**src/rtl/noc_traffic_gen.sv**
```systemverilog
// Wormhole packet traffic generator for one NoC injection port: LFSR payloads, per-VC credits, round-robin VC choice.
// Optional build macro NOC_TG_DEST_SWEEP_EN: destination advances by one (mod N) after every tail.
module noc_traffic_gen #(
  parameter int          WIDTH     = 128,
  parameter int          N         = 16,
  parameter int          NUM_VC    = 2,
  parameter int          BUF_DEPTH = 8,
  parameter int          PKT_LEN   = 4,
  parameter int          NUM_PKTS  = 1000,
  parameter int          DEST_NODE = 15,
  parameter logic [31:0] SEED      = 32'hBAADF00D
) (
  input  logic              clk,
  input  logic              reset,
  input  logic              start,
  input  logic [NUM_VC-1:0] credit_in,
  output logic [WIDTH-1:0]  flit_out,
  output logic              busy,
  output logic              done,
  output logic [31:0]       pkt_count,
  output logic [31:0]       stall_count,
  output logic              err_credit_ovf
);

  localparam int AW  = (N > 1) ? $clog2(N) : 1;
  localparam int VCW = (NUM_VC > 1) ? $clog2(NUM_VC) : 1;
  localparam int DW  = WIDTH - 3 - VCW - AW;
  localparam int CW  = $clog2(BUF_DEPTH + 1);
  localparam int IW  = (PKT_LEN > 1) ? $clog2(PKT_LEN) : 1;
  localparam int EW  = (DW > 32) ? DW : 32;
  localparam logic [31:0] TAPS = 32'h80200003;

  typedef enum logic [1:0] {IDLE, HEAD, BODY, DONE} state_t;

  function automatic logic [31:0] lfsr_next(input logic [31:0] x);
    return {1'b0, x[31:1]} ^ (x[0] ? TAPS : 32'd0);
  endfunction

  function automatic logic [WIDTH-1:0] build_flit(input logic hd, input logic tl,
                                                  input logic [VCW-1:0] vc,
                                                  input logic [AW-1:0] dst,
                                                  input logic [31:0] val);
    logic [WIDTH-1:0] f;
    logic [EW-1:0]    ext;
    ext = EW'(val);
    f = '0;
    f[WIDTH-1] = 1'b1;
    f[WIDTH-2] = hd;
    f[WIDTH-3] = tl;
    f[WIDTH-4 -: VCW] = vc;
    f[WIDTH-4-VCW -: AW] = dst;
    f[DW-1:0] = ext[DW-1:0];
    return f;
  endfunction

  state_t         state;
  logic [31:0]    lfsr;
  logic [VCW-1:0] rr;
  logic [VCW-1:0] cur_vc;
  logic [IW-1:0]  flit_idx;
  logic [CW-1:0]  credit [NUM_VC];
  logic [AW-1:0]  dest;

  logic           start_acc;
  logic           found;
  logic [VCW-1:0] pick;
  logic [VCW-1:0] pick_nxt;
  logic [VCW:0]   cand_w;
  logic [VCW-1:0] cand;
  logic           send;
  logic           send_head;
  logic           send_tail;
  logic [VCW-1:0] send_vc;
  logic           last;
  logic           pkt_done;
  logic           run_end;
  logic [NUM_VC-1:0] dec;
  logic [NUM_VC-1:0] ovf;

  assign start_acc = start && (state == IDLE || state == DONE);

  // Round-robin search for the first VC holding credit, starting at rr.
  always_comb begin
    found  = 1'b0;
    pick   = '0;
    cand_w = '0;
    cand   = '0;
    for (int i = 0; i < NUM_VC; i++) begin
      cand_w = {1'b0, rr} + (VCW+1)'(i);
      if (cand_w >= (VCW+1)'(NUM_VC))
        cand_w = cand_w - (VCW+1)'(NUM_VC);
      cand = cand_w[VCW-1:0];
      if (!found && credit[cand] != '0) begin
        found = 1'b1;
        pick  = cand;
      end
    end
  end

  assign pick_nxt = (pick == VCW'(NUM_VC - 1)) ? '0 : pick + 1'b1;
  assign last     = (flit_idx == IW'(PKT_LEN - 1));

  always_comb begin
    send      = 1'b0;
    send_head = 1'b0;
    send_tail = 1'b0;
    send_vc   = cur_vc;
    case (state)
      HEAD: begin
        send      = found;
        send_head = 1'b1;
        send_tail = (PKT_LEN == 1);
        send_vc   = pick;
      end
      BODY: begin
        send      = (credit[cur_vc] != '0);
        send_tail = last;
      end
      default: ;
    endcase
  end

  assign pkt_done = send && send_tail;
  assign run_end  = (pkt_count + 32'd1) == 32'(NUM_PKTS);

  // A send and a return on the same VC cancel; a lone return at full depth is an overflow.
  always_comb begin
    dec = '0;
    ovf = '0;
    for (int v = 0; v < NUM_VC; v++) begin
      dec[v] = send && (send_vc == VCW'(v));
      ovf[v] = credit_in[v] && !dec[v] && (credit[v] == CW'(BUF_DEPTH));
    end
  end

  always_ff @(posedge clk) begin
    if (!reset) begin
      for (int v = 0; v < NUM_VC; v++)
        credit[v] <= CW'(BUF_DEPTH);
      err_credit_ovf <= 1'b0;
    end else begin
      for (int v = 0; v < NUM_VC; v++) begin
        if (credit_in[v] && !dec[v] && !ovf[v])
          credit[v] <= credit[v] + 1'b1;
        else if (dec[v] && !credit_in[v])
          credit[v] <= credit[v] - 1'b1;
      end
      err_credit_ovf <= (start_acc ? 1'b0 : err_credit_ovf) | (|ovf);
    end
  end

`ifdef NOC_TG_DEST_SWEEP_EN
  always_ff @(posedge clk) begin
    if (!reset || start_acc)
      dest <= AW'(DEST_NODE);
    else if (pkt_done)
      dest <= (dest == AW'(N - 1)) ? '0 : dest + 1'b1;
  end
`else
  assign dest = AW'(DEST_NODE);
`endif

  // Output stage: flit register, LFSR advance and packet FSM.
  always_ff @(posedge clk) begin
    if (!reset) begin
      state       <= IDLE;
      busy        <= 1'b0;
      done        <= 1'b0;
      pkt_count   <= '0;
      stall_count <= '0;
      flit_out    <= '0;
      lfsr        <= SEED;
      rr          <= '0;
      cur_vc      <= '0;
      flit_idx    <= '0;
    end else begin
      flit_out <= send ? build_flit(send_head, send_tail, send_vc, dest, lfsr) : '0;
      if (send)
        lfsr <= lfsr_next(lfsr);
      case (state)
        IDLE, DONE: begin
          if (start) begin
            state       <= HEAD;
            busy        <= 1'b1;
            done        <= 1'b0;
            pkt_count   <= '0;
            stall_count <= '0;
            lfsr        <= SEED;
            rr          <= '0;
          end
        end
        HEAD, BODY: begin
          if (!send) begin
            stall_count <= stall_count + 32'd1;
          end else begin
            if (state == HEAD) begin
              cur_vc   <= pick;
              rr       <= pick_nxt;
              flit_idx <= IW'(1);
              if (!pkt_done)
                state <= BODY;
            end else begin
              flit_idx <= flit_idx + 1'b1;
            end
            if (pkt_done) begin
              pkt_count <= pkt_count + 32'd1;
              if (run_end) begin
                state <= DONE;
                busy  <= 1'b0;
                done  <= 1'b1;
              end else begin
                state <= HEAD;
              end
            end
          end
        end
        default: state <= IDLE;
      endcase
    end
  end

endmodule

```
**config.mk**
```make
export PLATFORM = sky130hd
export DESIGN_NAME = noc_traffic_gen
export DESIGN_NICKNAME = d
export VERILOG_FILES = /design/src/rtl/noc_traffic_gen.sv
export SDC_FILE = /design/constraint.sdc
export NUM_CORES = 1
export LEC_CHECK = 0
export ABC_AREA = 1
export CORE_ASPECT_RATIO = 0.9
export CORE_MARGIN = 1
export CORE_UTILIZATION = 50
export DETAILED_ROUTE_END_ITERATION = 12
export PLACE_DENSITY = 0.81
export RECOVER_POWER = 50
export SLEW_MARGIN = 20
export SYNTH_ARGS = -nofsm -noshare
export SYNTH_HDL_FRONTEND = slang
export SYNTH_SLANG_ARGS = --single-unit
export TNS_END_PERCENT = 1
```
**constraint.sdc**
```tcl
create_clock -name clk -period 3.7 [get_ports clk]
set_input_delay 0.74 -clock clk [delete_from_list [all_inputs] [get_ports clk]]
set_output_delay 0.74 -clock clk [all_outputs]
set_load 0.03 [all_outputs]
```
Word-level counts from Yosys, hierarchy flattened

Memory sizes are Yosys's and may differ from the RTL's. A register that Yosys moved wholly into a read port is not among the register bits.
Index checks and enable logic that the tools add are counted.

Bits in registers: 233
Bits in writable memories: 8
Bits of input ports: 5
Output and inout bits: 195
Word-level logic and storage cells: 146
Memories: 1

Memories:

| name   | depth | bits a word | rd ports | clocked after Yosys merged registers in | wr ports | RTL line | text |
|---|---|---|---|---|---|---|---|
| credit | 2     | 4           | 5        | 1                                       | 2        | 61       | `logic [CW-1:0] credit [NUM_VC];` |

Add/subtract/negate cells: 11
$lt $le $gt $ge: 2
Equality and inequality tests: 14
Muxes and demuxes: 64
Bitwise logic cells: 7
Reduce and logical (&&, ||, !) cells: 35

Operator list:

| kind                                                                    | number |
|---|---|
| 32-bit two-way mux                                                      | 8 |
| 128-bit two-way mux                                                     | 1 |
| 32-bit case mux with 2 select lines                                     | 2 |
| 32-bit by 1-bit adder with 32-bit output, second input constant         | 2 |
| 1-bit two-way mux                                                       | 38 |
| 32-bit by 10-bit equality test with 1-bit output, second input constant | 1 |
| 31-bit by 32-bit XOR with 32-bit output                                 | 1 |
| 4-bit two-way mux                                                       | 4 |
| 1-bit logical AND                                                       | 13 |
| 2-bit two-way mux                                                       | 6 |
| 2-bit inequality test, second input constant                            | 6 |
| 4-bit nonzero test                                                      | 3 |
| 3-bit AND reduction                                                     | 3 |
| 4-bit by 1-bit adder with 4-bit output, second input constant           | 2 |
| 4-bit equality test, second input constant                              | 2 |
| 1-bit case mux with 2 select lines                                      | 4 |
| 4-bit by 1-bit subtractor with 4-bit output, second input constant      | 2 |
| 1-bit logical NOT                                                       | 7 |
| 2-bit equality test, second input constant                              | 3 |
| 2-bit AND reduction                                                     | 3 |
| 2-bit OR reduction                                                      | 3 |
| 1-bit OR                                                                | 5 |
| 2-bit case mux with 2 select lines                                      | 1 |
| 4-bit AND reduction                                                     | 1 |
| 11 further kinds                                                        | 12 |

Longest topological paths before layout

Gate-level depths: netlist (run 1).
An unclocked memory read counts as a cell.

Word-level depth: 21
Gate-level depth with buffers: 17
Depth with buffers taken out: 16

Least setup slack after synthesis (run 1)

No wires, ideal clock.

Kind: register to register
Start: memory credit[1][2] in the netlist's numbering
End: memory credit[0][3] in the netlist's numbering (data pin)
Arrival time: 2.328 ns
Data required time: 3.443 ns
Slack: 1.115 ns
Cell stages (with the launch flop): 18
Path buffers: 1
Path through: edfxtp_1 -> inv_2 -> nand4_2 -> o21ai_2 -> nand3_1 -> nand2_1 -> nand2_2 -> nand2_4 -> buf_6 -> nor2_4 -> nand2_4 -> inv_1 -> ha_1 -> a21oi_1 -> nand2_1 -> xor2_1 -> xor2_1 -> nand2_1

RTL lines:

| item               | RTL line |
|---|---|
| start: declaration | 61 |

==> flow_summary.toml, run 1 <==
[clock_network]
clock-sinks = 151
ctsResizeCount = 0
numCtsBuffers = 17
cts_setup_buffers = 0
cts_tree = "yes"
root_buffer = "clkbuf_16"
clk_path_buf_depth = 2
clock_latency_ns = 0.43
path_clk_slew_ns = 0.07
ctsHoldBuffers = 0
htree_levels = 4

[global_routing]
antenna_found_initial = 0
grt_busiest_layer = "met2"
grtUsageTotal_pct = 23.7
grt_overflow = 0
met1_usage_pct = 32.5
grtUsageMet3_pct = 5.45
use_met2_pct = 36.5
grt_pass1_vias = 6573
grt_pass1_wl_um = 31600
grt_max_degree = 60

[critical_path]
critical-path-top-delay-family = "simple AND/OR/NAND/NOR gates"
cp.arrival_ns = 3.28
cp.required_ns = 3.87
startpoint_type = "flip-flop"
path_buf_inv = 3
critPathMaxStageDelay_ns = 0.45
critPathSlowestCell = "edfxtp_1"
critical_path.most_common_cell = "nand2_1"
cp_cell_sequence = "inv_1, nand4_1, o21ai_0, nand3_1, nand2_1, nand2_2, nand2_4, buf_4, inv_2, nand2_2, nor2_2, nand2_1, nand2_1, o21ai_0, nor2_1"
critPathCaptureType = "flip-flop"
critPathMaxFanout = 38
path_class = "reg -> reg"

[final_layout]
diodes = 0
layout_common_cells = "262 x nand2_1, 143 x dfxtp_1, 132 x nor2_1, 106 x inv_1, 106 x dlygate4sd3_1"
drive_gt1_share_pct = 7.34
finalNonFillerCells = 1461
mostFrequentLayoutCell = "nand2_1"
fillers = 1487
area_growth_pct = 17.3
nets = 1257

[power_and_ir_drop]
combPwrFrac_pct = 12.4
power_leakage_uw = 0.00427
vdd.ir_drop.worst_mv = 0.360
p_sw_uw = 1200
power_uw = 3970
sw_frac_of_total_pct = 30.2
power.density_nw_per_um2 = 411
p_int_uw = 2770
power_frac_clock_pct = 43.9
p_seq_share_pct = 43.7

[detailed_routing]
dr_total_vias = 7521
dr.pass1.iters = 6
drtAntennaViolNets = 0
drtIter0Drc = 693
postRouteWirelength_um = 19800
wl_per_cell_um = 13.6
avgViaCountPerCell = 5.15
drc_errors = 0

[logic_synthesis]
yosysTopAreaCellShare_pct = 34.8
synth-edff-count = 8
ys_ff_latch = 151
avgSynthCellArea_sq_um = 7.20
synth.area.top_cells = "dfxtp_1 35%, nand2_1 12%, buf_4 8.7%"
async_reset_ff_share_pct = 0
syn_area_sq_um = 8230
synth-seq-area-share_pct = 37.7
synth.largest_area_cell = "dfxtp_1"
synth_warnings = 0
synth_cell_types = 49
synth_ff_type = "dfxtp_1"
netlist_instances = 1144

[floorplan]
start_util_pct = 51.0
dieArea_sq_um = 17000
core_area_sq_um = 16100
std_cell_rows = 44
num_io_pins = 200
fp.dieW_um = 137
die_y_um = 124

[flow_run]
maxCapViolCount = 0

[placement]
portBuffers = 111
dp_cells = 1429
place_congestion = 0.942
hpwl_um = 14100

[sta]
fin_skew_ns = 0.0117
min_period_ns = 3.11
final.period_utilization_pct = 84.1
max_freq_mhz = 321
rsz0062_at_grt = "no"
final_max_slew_viol_count = 0
setup_viol = 0
hold_viol_final = 0
tightest_slew_ns = 0.924
whs_ns = 0.448
relSlewSlack_pct = 38.4
fin_tns_setup_ns = 0

[worst_hold_path]
worstHoldPathType = "reg -> reg"

[run_status]
outcome = "completed"
worst reg2reg max path, cell delays in order, from the launching register on:
cell      delay (ns)
edfxtp_1        0.45
inv_1           0.13
nand4_1         0.17
o21ai_0         0.31
nand3_1         0.12
nand2_1         0.11
nand2_2         0.08
nand2_4         0.07
buf_4           0.35
inv_2           0.36
nand2_2         0.24
nor2_2          0.05
nand2_1         0.18
nand2_1         0.07
o21ai_0         0.09
nor2_1          0.08
worst paths after layout:
path / startpoint / end / slack [ns] / cells past startpoint
setup / recovery: credit[1][2] / credit[1][2] / 0.59 / 15
hold / removal: lfsr[3] / flit_out[3] / 0.45 / 2
setup reg to reg: credit[1][2] / credit[1][2] / 0.59 / 15
hold reg to reg: lfsr[3] / flit_out[3] / 0.45 / 2
Yosys cell counts, types with 13 or more instances:
library cell	n
nor3_1	28
nand3_1	60
xnor2_1	13
o21ai_0	32
dfxtp_1	143
clkbuf_1	13
nand2_1	262
inv_1	106
a21oi_1	73
nand4_1	20
nor2_1	131
buf_4	95
power groups by stage:
stage | registers [uW] | logic, uW | clock network (uW)
after CTS | 1730 | 497 | 1770
after detailed placement | 1770 | 493 | 0
after floorplan | 1800 | 429 | 0
final | 1730 | 492 | 1740
after global placement | 1770 | 484 | 0
after global routing | 1740 | 535 | 1840
area by class of cell:
class                   count  area [sq um]  area share (%)
multi-input cells         838          4100            42.4
flip-flops and latches    151          3100            32.1
repair buffers            118          1160            12.0
inverters                 115           437            4.52
clock buffers              17           425            4.40
well taps                 207           259            2.68
clock inverters            15           175            1.81
per-stage QoR:
stage / util, % / area [sq um] / worst slack, ns
floorplan: - / 8560 / 1.12
global placement: 56.4 / 9090 / 0.901
detailed placement: 56.4 / 9090 / 0.766
CTS: 60.1 / 9690 / 0.747
global route: 59.9 / 9660 / 0.299
finish: 59.9 / 9660 / 0.589
flip-flops by register name, summed over array words and instances (netlist names), named ones only:
register / count
busy: 1
credit: 8
cur_vc: 1
done: 1
err_credit_ovf: 1
flit_idx: 2
flit_out: 36
lfsr: 32
pkt_count: 32
rr: 1
stall_count: 32
state: 2
cells by family after synthesis:
group	count (synthesis)	share of synthesized area, %
buf+inv	242	16.1
simple gates	568	31.8
xor+xnor	25	2.66
flops	151	37.7
compound gates	146	9.95
fa+ha+maj	11	1.76
other cells	1	0.0455
layer usage:
metal | routed length [um] | share of wire [%]
met1 | 8920 | 45
met2 | 9130 | 46
met3 | 1480 | 7.4
met4 | 299 | 1.5
met5 | 0 | 0
Power figures use the tool's default switching activity.
==> run 2, diff against run 1 <==
CORE_UTILIZATION = 45   (was 50)
PLACE_DENSITY = 0.77   (was 0.81)
clock period = 2.8 ns   (was 3.7 ns; I/O delays follow)
==> run 2 against run 1 <==
Via count fell by 2.9%; critical endpoint is now credit[0][3]; register-to-register slack worse by 0.44 ns; sequential share of layout area decreased by 0.30 points; fmax grew 17%; setup slack got worse by 0.44 ns; wire length shrank 0.17%; count of clock-buffer cells in the layout unchanged; total power rose by 26%.
==> flow_summary.toml, run 2 (same netlist as run 1, synthesis figures left out) <==
[run_status]
outcome = "completed"

[clock_network]
cts_tree = "yes"
ctsHoldBuffers = 0
clk_path_buf_depth = 2
clock-sinks = 151
htree_levels = 4
clock_latency_ns = 0.42
numCtsBuffers = 17
path_clk_slew_ns = 0.06
root_buffer = "clkbuf_16"

[detailed_routing]
wl_met3_um = 1260
postRouteWirelength_um = 19800
drc_errors = 0
wl_per_cell_um = 13.2
dr_wl_met2_um = 8880
wl_met1_um = 9470
drtAntennaViolNets = 0
dr.pass1.iters = 5
dr.max_layer_used = "met4"
avgViaCountPerCell = 4.85
dr_total_vias = 7301
drtIter0Drc = 485

[power_and_ir_drop]
combPwrFrac_pct = 13.4
power_leakage_uw = 0.00428
p_sw_uw = 1480
power.density_nw_per_um2 = 514
sw_frac_of_total_pct = 29.5
vdd.ir_drop.worst_mv = 0.421
p_int_uw = 3530
p_seq_share_pct = 45.7
power_frac_clock_pct = 40.9

[flow_run]
maxCapViolCount = 0

[global_routing]
grtUsageTotal_pct = 21.4
grt_max_degree = 60
grt_overflow = 0
grt_pass1_wl_um = 31800
grt_pass1_vias = 6543
antenna_found_initial = 0

[final_layout]
nets = 1267
mostFrequentLayoutCell = "nand2_1"
diodes = 0
drive_gt1_share_pct = 8.39
largest_reg_flops = 36
regMostFlops = "flit_out"
area_growth_pct = 18.4
post-route-cell-area_sq_um = 9750
layout_common_cells = "263 x nand2_1, 143 x dfxtp_1, 131 x nor2_1, 104 x inv_1, 97 x dlygate4sd3_1"
finalNonFillerCells = 1504

[critical_path]
r2r_slack_ns = 0.15
reg2reg_from = "credit[1][2]"
critPathCaptureType = "flip-flop"
reg2reg_to = "credit[0][3]"
r2r.worst_path.cells = 14
path_class = "reg -> reg"
critPathMaxFanout = 5
startpoint_type = "flip-flop"
cp.arrival_ns = 2.82
cp.required_ns = 2.97

[worst_hold_path]
worstHoldStart = "lfsr[2]"
hold_depth = 2
worstHoldPathType = "reg -> reg"
hold_end = "flit_out[2]"

[floorplan]
die_y_um = 130
core_area_sq_um = 17800
fp.dieW_um = 145
start_util_pct = 46.3
std_cell_rows = 46
num_io_pins = 200
dieArea_sq_um = 18800

[sta]
fin_tns_setup_ns = 0
finalWorstSetupSlack_ns = 0.152
setup_viol = 0
final.period_utilization_pct = 94.6
hold_viol_final = 0
min_period_ns = 2.65
final_max_slew_viol_count = 0
max_freq_mhz = 378
relSlewSlack_pct = 52.8
tightest_slew_ns = 0.707
fin_skew_ns = 0.00409
rsz0062_at_grt = "yes"

[placement]
post-place-ws_ns = 0.0462
portBuffers = 111
dp_cells = 1466
place_congestion = 0.912
hpwl_um = 14300
dpl_cell_area_sq_um = 9160
==> run 2: cell types whose count changed in the layout (fill, tap and decap cells not counted), moves of 3 or more <==
cell             change
clkdlybuf4s50_1      +9
inv_8                -5
clkinvlp_4           +3
buf_4                +7
dlygate4sd3_1        -9
clkinv_4             +3
==> run 2: worst max-delay path, cell delays in order, from the launching register on <==
cell and delay (ns):
edfxtp_1 0.45, inv_2 0.12, nand4_4 0.12, o21ai_2 0.18, o21ai_0 0.14, o21ai_2 0.22, nor2_2 0.07, nand2_4 0.09
inv_1 0.06, ha_1 0.34, nand3_1 0.09, nand2_1 0.09, xor2_1 0.20, xor2_1 0.17, nand2_1 0.07
==> run 2: metal layers <==
layer	up-vias	GRT usage (%)
met1	3307	30.2
met4	0	5.88
met5	-	0
li1	3727	-
met3	17	4.44
met2	250	33.0
==> run 2: final cells by class <==
type / instances / area [sq um]
repair buffers: 128 / 1230
fillers: 1664 / 8040
well taps: 240 / 300
multi-input cells: 838 / 4140
clock buffers: 17 / 425
clock inverters: 15 / 105
flip-flops and latches: 151 / 3100
inverters: 115 / 437
==> run 2: power groups by stage <==
stage	registers [uW]	logic (uW)	clock network (uW)
after global routing	2300	737	2190
after CTS	2290	658	2100
after floorplan	2370	567	0
after global placement	2340	645	0
after detailed placement	2340	656	0
final	2290	673	2050
==> run 2: stage by stage <==
step	util [%]	hold slack [ns]	total power, uW
after floorplan	-	0.427	2940
after global placement	51.5	0.440	2980
after detailed placement	51.5	0.440	2990
after CTS	54.5	0.452	5040
after global routing	54.8	0.473	5220
final	54.8	0.453	5010
==> run 2: how the worst max path moves through the flow <==
stage,from,endpoint,slack (ns),cells after the start
floorplan,credit[1][2],credit[0][3],0.22,17
finish,credit[1][2],credit[0][3],0.15,14
global placement,credit[1][2],credit[0][3],0.20,14
global route,credit[0][1],credit[0][3],-0.04,14
detailed placement,credit[1][2],credit[0][3],0.05,14
CTS,credit[1][2],credit[0][3],0.03,14
==> run 2: timing repair <==
| item | 4_1_cts | 5_1_grt |
|---|---|---|
| endpoints found under the setup margin | 0 | 27 |
| buffers inserted | 0 | 6 |
| resized for setup | 0 | 6 |
==> run 3, diff against run 2 <==
CORE_ASPECT_RATIO = default   (was 0.9)
REMOVE_ABC_BUFFERS = 1   (was default)
==> run 3 against run 2 <==
Combinational power shrank 2%; sequential power barely moved; final cell count is 1.3% lower; via count grew 1.6%; clock power is 13% higher; global-route usage is 0.27 points higher; fmax down 0.77%; critical path depth is the same; largest cell class unchanged; hold slack worse by 0.0052 ns; wire length grew 0.94%; cell area decreased by 0.10%; highest routed layer is now met5.
==> flow_summary.toml, run 3 (same netlist as run 1, synthesis figures left out) <==
[run_status]
outcome = "completed"

[final_layout]
drive_gt1_share_pct = 7.88
layout_common_cells = "262 x nand2_1, 143 x dfxtp_1, 130 x nor2_1, 105 x inv_1, 88 x conb_1"
diodes = 0
fillers = 1704
largest_reg_flops = 36
regMostFlops = "flit_out"
post-route-cell-area_sq_um = 9740
area_growth_pct = 18.3
mostFrequentLayoutCell = "nand2_1"
nets = 1260

[clock_network]
cts_setup_buffers = 0
path_clk_slew_ns = 0.06
numCtsBuffers = 17
root_buffer = "clkbuf_16"
clock_latency_ns = 0.42
clock-sinks = 151
cts_tree = "yes"
clk_path_buf_depth = 2
htree_levels = 4

[sta]
final.period_utilization_pct = 95.3
hold_viol_final = 0
relSlewSlack_pct = 53.0
min_period_ns = 2.67
tightest_slew_ns = 0.705
setup_viol = 0
fin_skew_ns = 0.0117
rsz0062_at_grt = "yes"
max_freq_mhz = 375
final_max_slew_viol_count = 0

[global_routing]
grt_overflow = 0
grtUsageTotal_pct = 21.7
grt_pass1_vias = 6699
antenna_found_initial = 1
grt_pass1_wl_um = 32400
grt_max_degree = 60

[detailed_routing]
drtAntennaViolNets = 0
drtIter0Drc = 474
wl_per_cell_um = 13.5
dr.pass1.iters = 5
postRouteWirelength_um = 20000
avgViaCountPerCell = 5.00
drc_errors = 0
dr_total_vias = 7420

[power_and_ir_drop]
power_uw = 5260
power.density_nw_per_um2 = 540
power_leakage_uw = 0.00420
vdd.ir_drop.worst_mv = 0.481

[worst_hold_path]
worstHoldPathType = "reg -> reg"

[placement]
dpl_cell_area_sq_um = 9140
place_congestion = 0.933
portBuffers = 111
hpwl_um = 14100

[critical_path]
cp.arrival_ns = 2.84
critPathMaxStageDelay_ns = 0.45
path_class = "reg -> reg"
startpoint_type = "flip-flop"
critPathMaxFanout = 5
critPathCaptureType = "flip-flop"
cp_cell_sequence = "inv_2, nand4_2, o21ai_2, o21ai_0, o21ai_2, nor2_2, nand2_4, inv_1, ha_1, a21oi_1, nand2_1, xor2_1, xor2_1, nand2_1"
cp.required_ns = 2.97
critPathSlowestCell = "edfxtp_1"

[floorplan]
dieArea_sq_um = 18800
num_io_pins = 200
std_cell_rows = 49
die_y_um = 137
fp.dieW_um = 137
start_util_pct = 45.8
core_area_sq_um = 18000

[flow_run]
maxCapViolCount = 0
-- run 3: path summary, 6_finish.rpt --
kind / startpoint / end / depth (start not counted) / slack, ns
worst max-delay path: credit[1][0] / credit[0][3] / 14 / 0.13
worst min-delay path: lfsr[4] / flit_out[4] / 2 / 0.45
worst max register to register: credit[1][0] / credit[0][3] / 14 / 0.13
worst min register to register: lfsr[4] / flit_out[4] / 2 / 0.45
-- run 3: per-layer routing --
| layer | vias to the layer above | wire, um | global-route usage (%) |
|---|---|---|---|
| li1 | 3711 | - | - |
| met1 | 3405 | 8920 | 27.6 |
| met2 | 270 | 9490 | 36.5 |
| met3 | 32 | 1300 | 4.93 |
| met4 | 2 | 257 | 6.29 |
| met5 | - | 11 | 0 |
-- run 3: cell type report --
| class | count | area [sq um] | share of cell area [%] |
|---|---|---|---|
| inverters | 115 | 437 | 4.48 |
| clock inverters | 13 | 163 | 1.67 |
| repair buffers | 121 | 1180 | 12.2 |
| flip-flops and latches | 151 | 3100 | 31.9 |
| clock buffers | 18 | 429 | 4.41 |
| multi-input cells | 838 | 4140 | 42.5 |
| well taps | 229 | 287 | 2.94 |
-- run 3: critical path: cells and delay by family (launching register included) --
family	cells	cell delay, ns
AOI/OAI and AO/OA	4	0.69
DFF	1	0.45
and+or+nand+nor	5	0.45
adders and majority gates	1	0.32
xor gates and xnor gates	2	0.32
buffers and inverters	2	0.18
-- run 3: where the power goes --
group	internal [uW]	total [uW]	switching, uW
Sequential	2230	2290	53.9
Combinational	152	657	505
Clock	1340	2320	978
-- run 3: what timing repair did --
item | 4_1_cts | 5_1_grt
gates resized for setup | 0 | 3
setup endpoints to repair | 0 | 27
hold buffers | 0 | 0
-- run 3: through the flow --
| stage | hold slack, ns | setup WS [ns] | TNS [ns] | utilization, % | instances |
|---|---|---|---|---|---|
| final | 0.448 | 0.132 | 0 | 54.2 | 1485 |
| after global routing | 0.477 | -0.0892 | -0.0940 | 54.2 | 1485 |
| after CTS | 0.452 | 0.0733 | 0 | 54.2 | 1485 |
| after detailed placement | 0.439 | 0.101 | 0 | 50.9 | 1454 |
| after global placement | 0.439 | 0.158 | 0 | 50.9 | 1454 |
| after floorplan | 0.427 | -0.523 | -4.70 | - | 1104 |
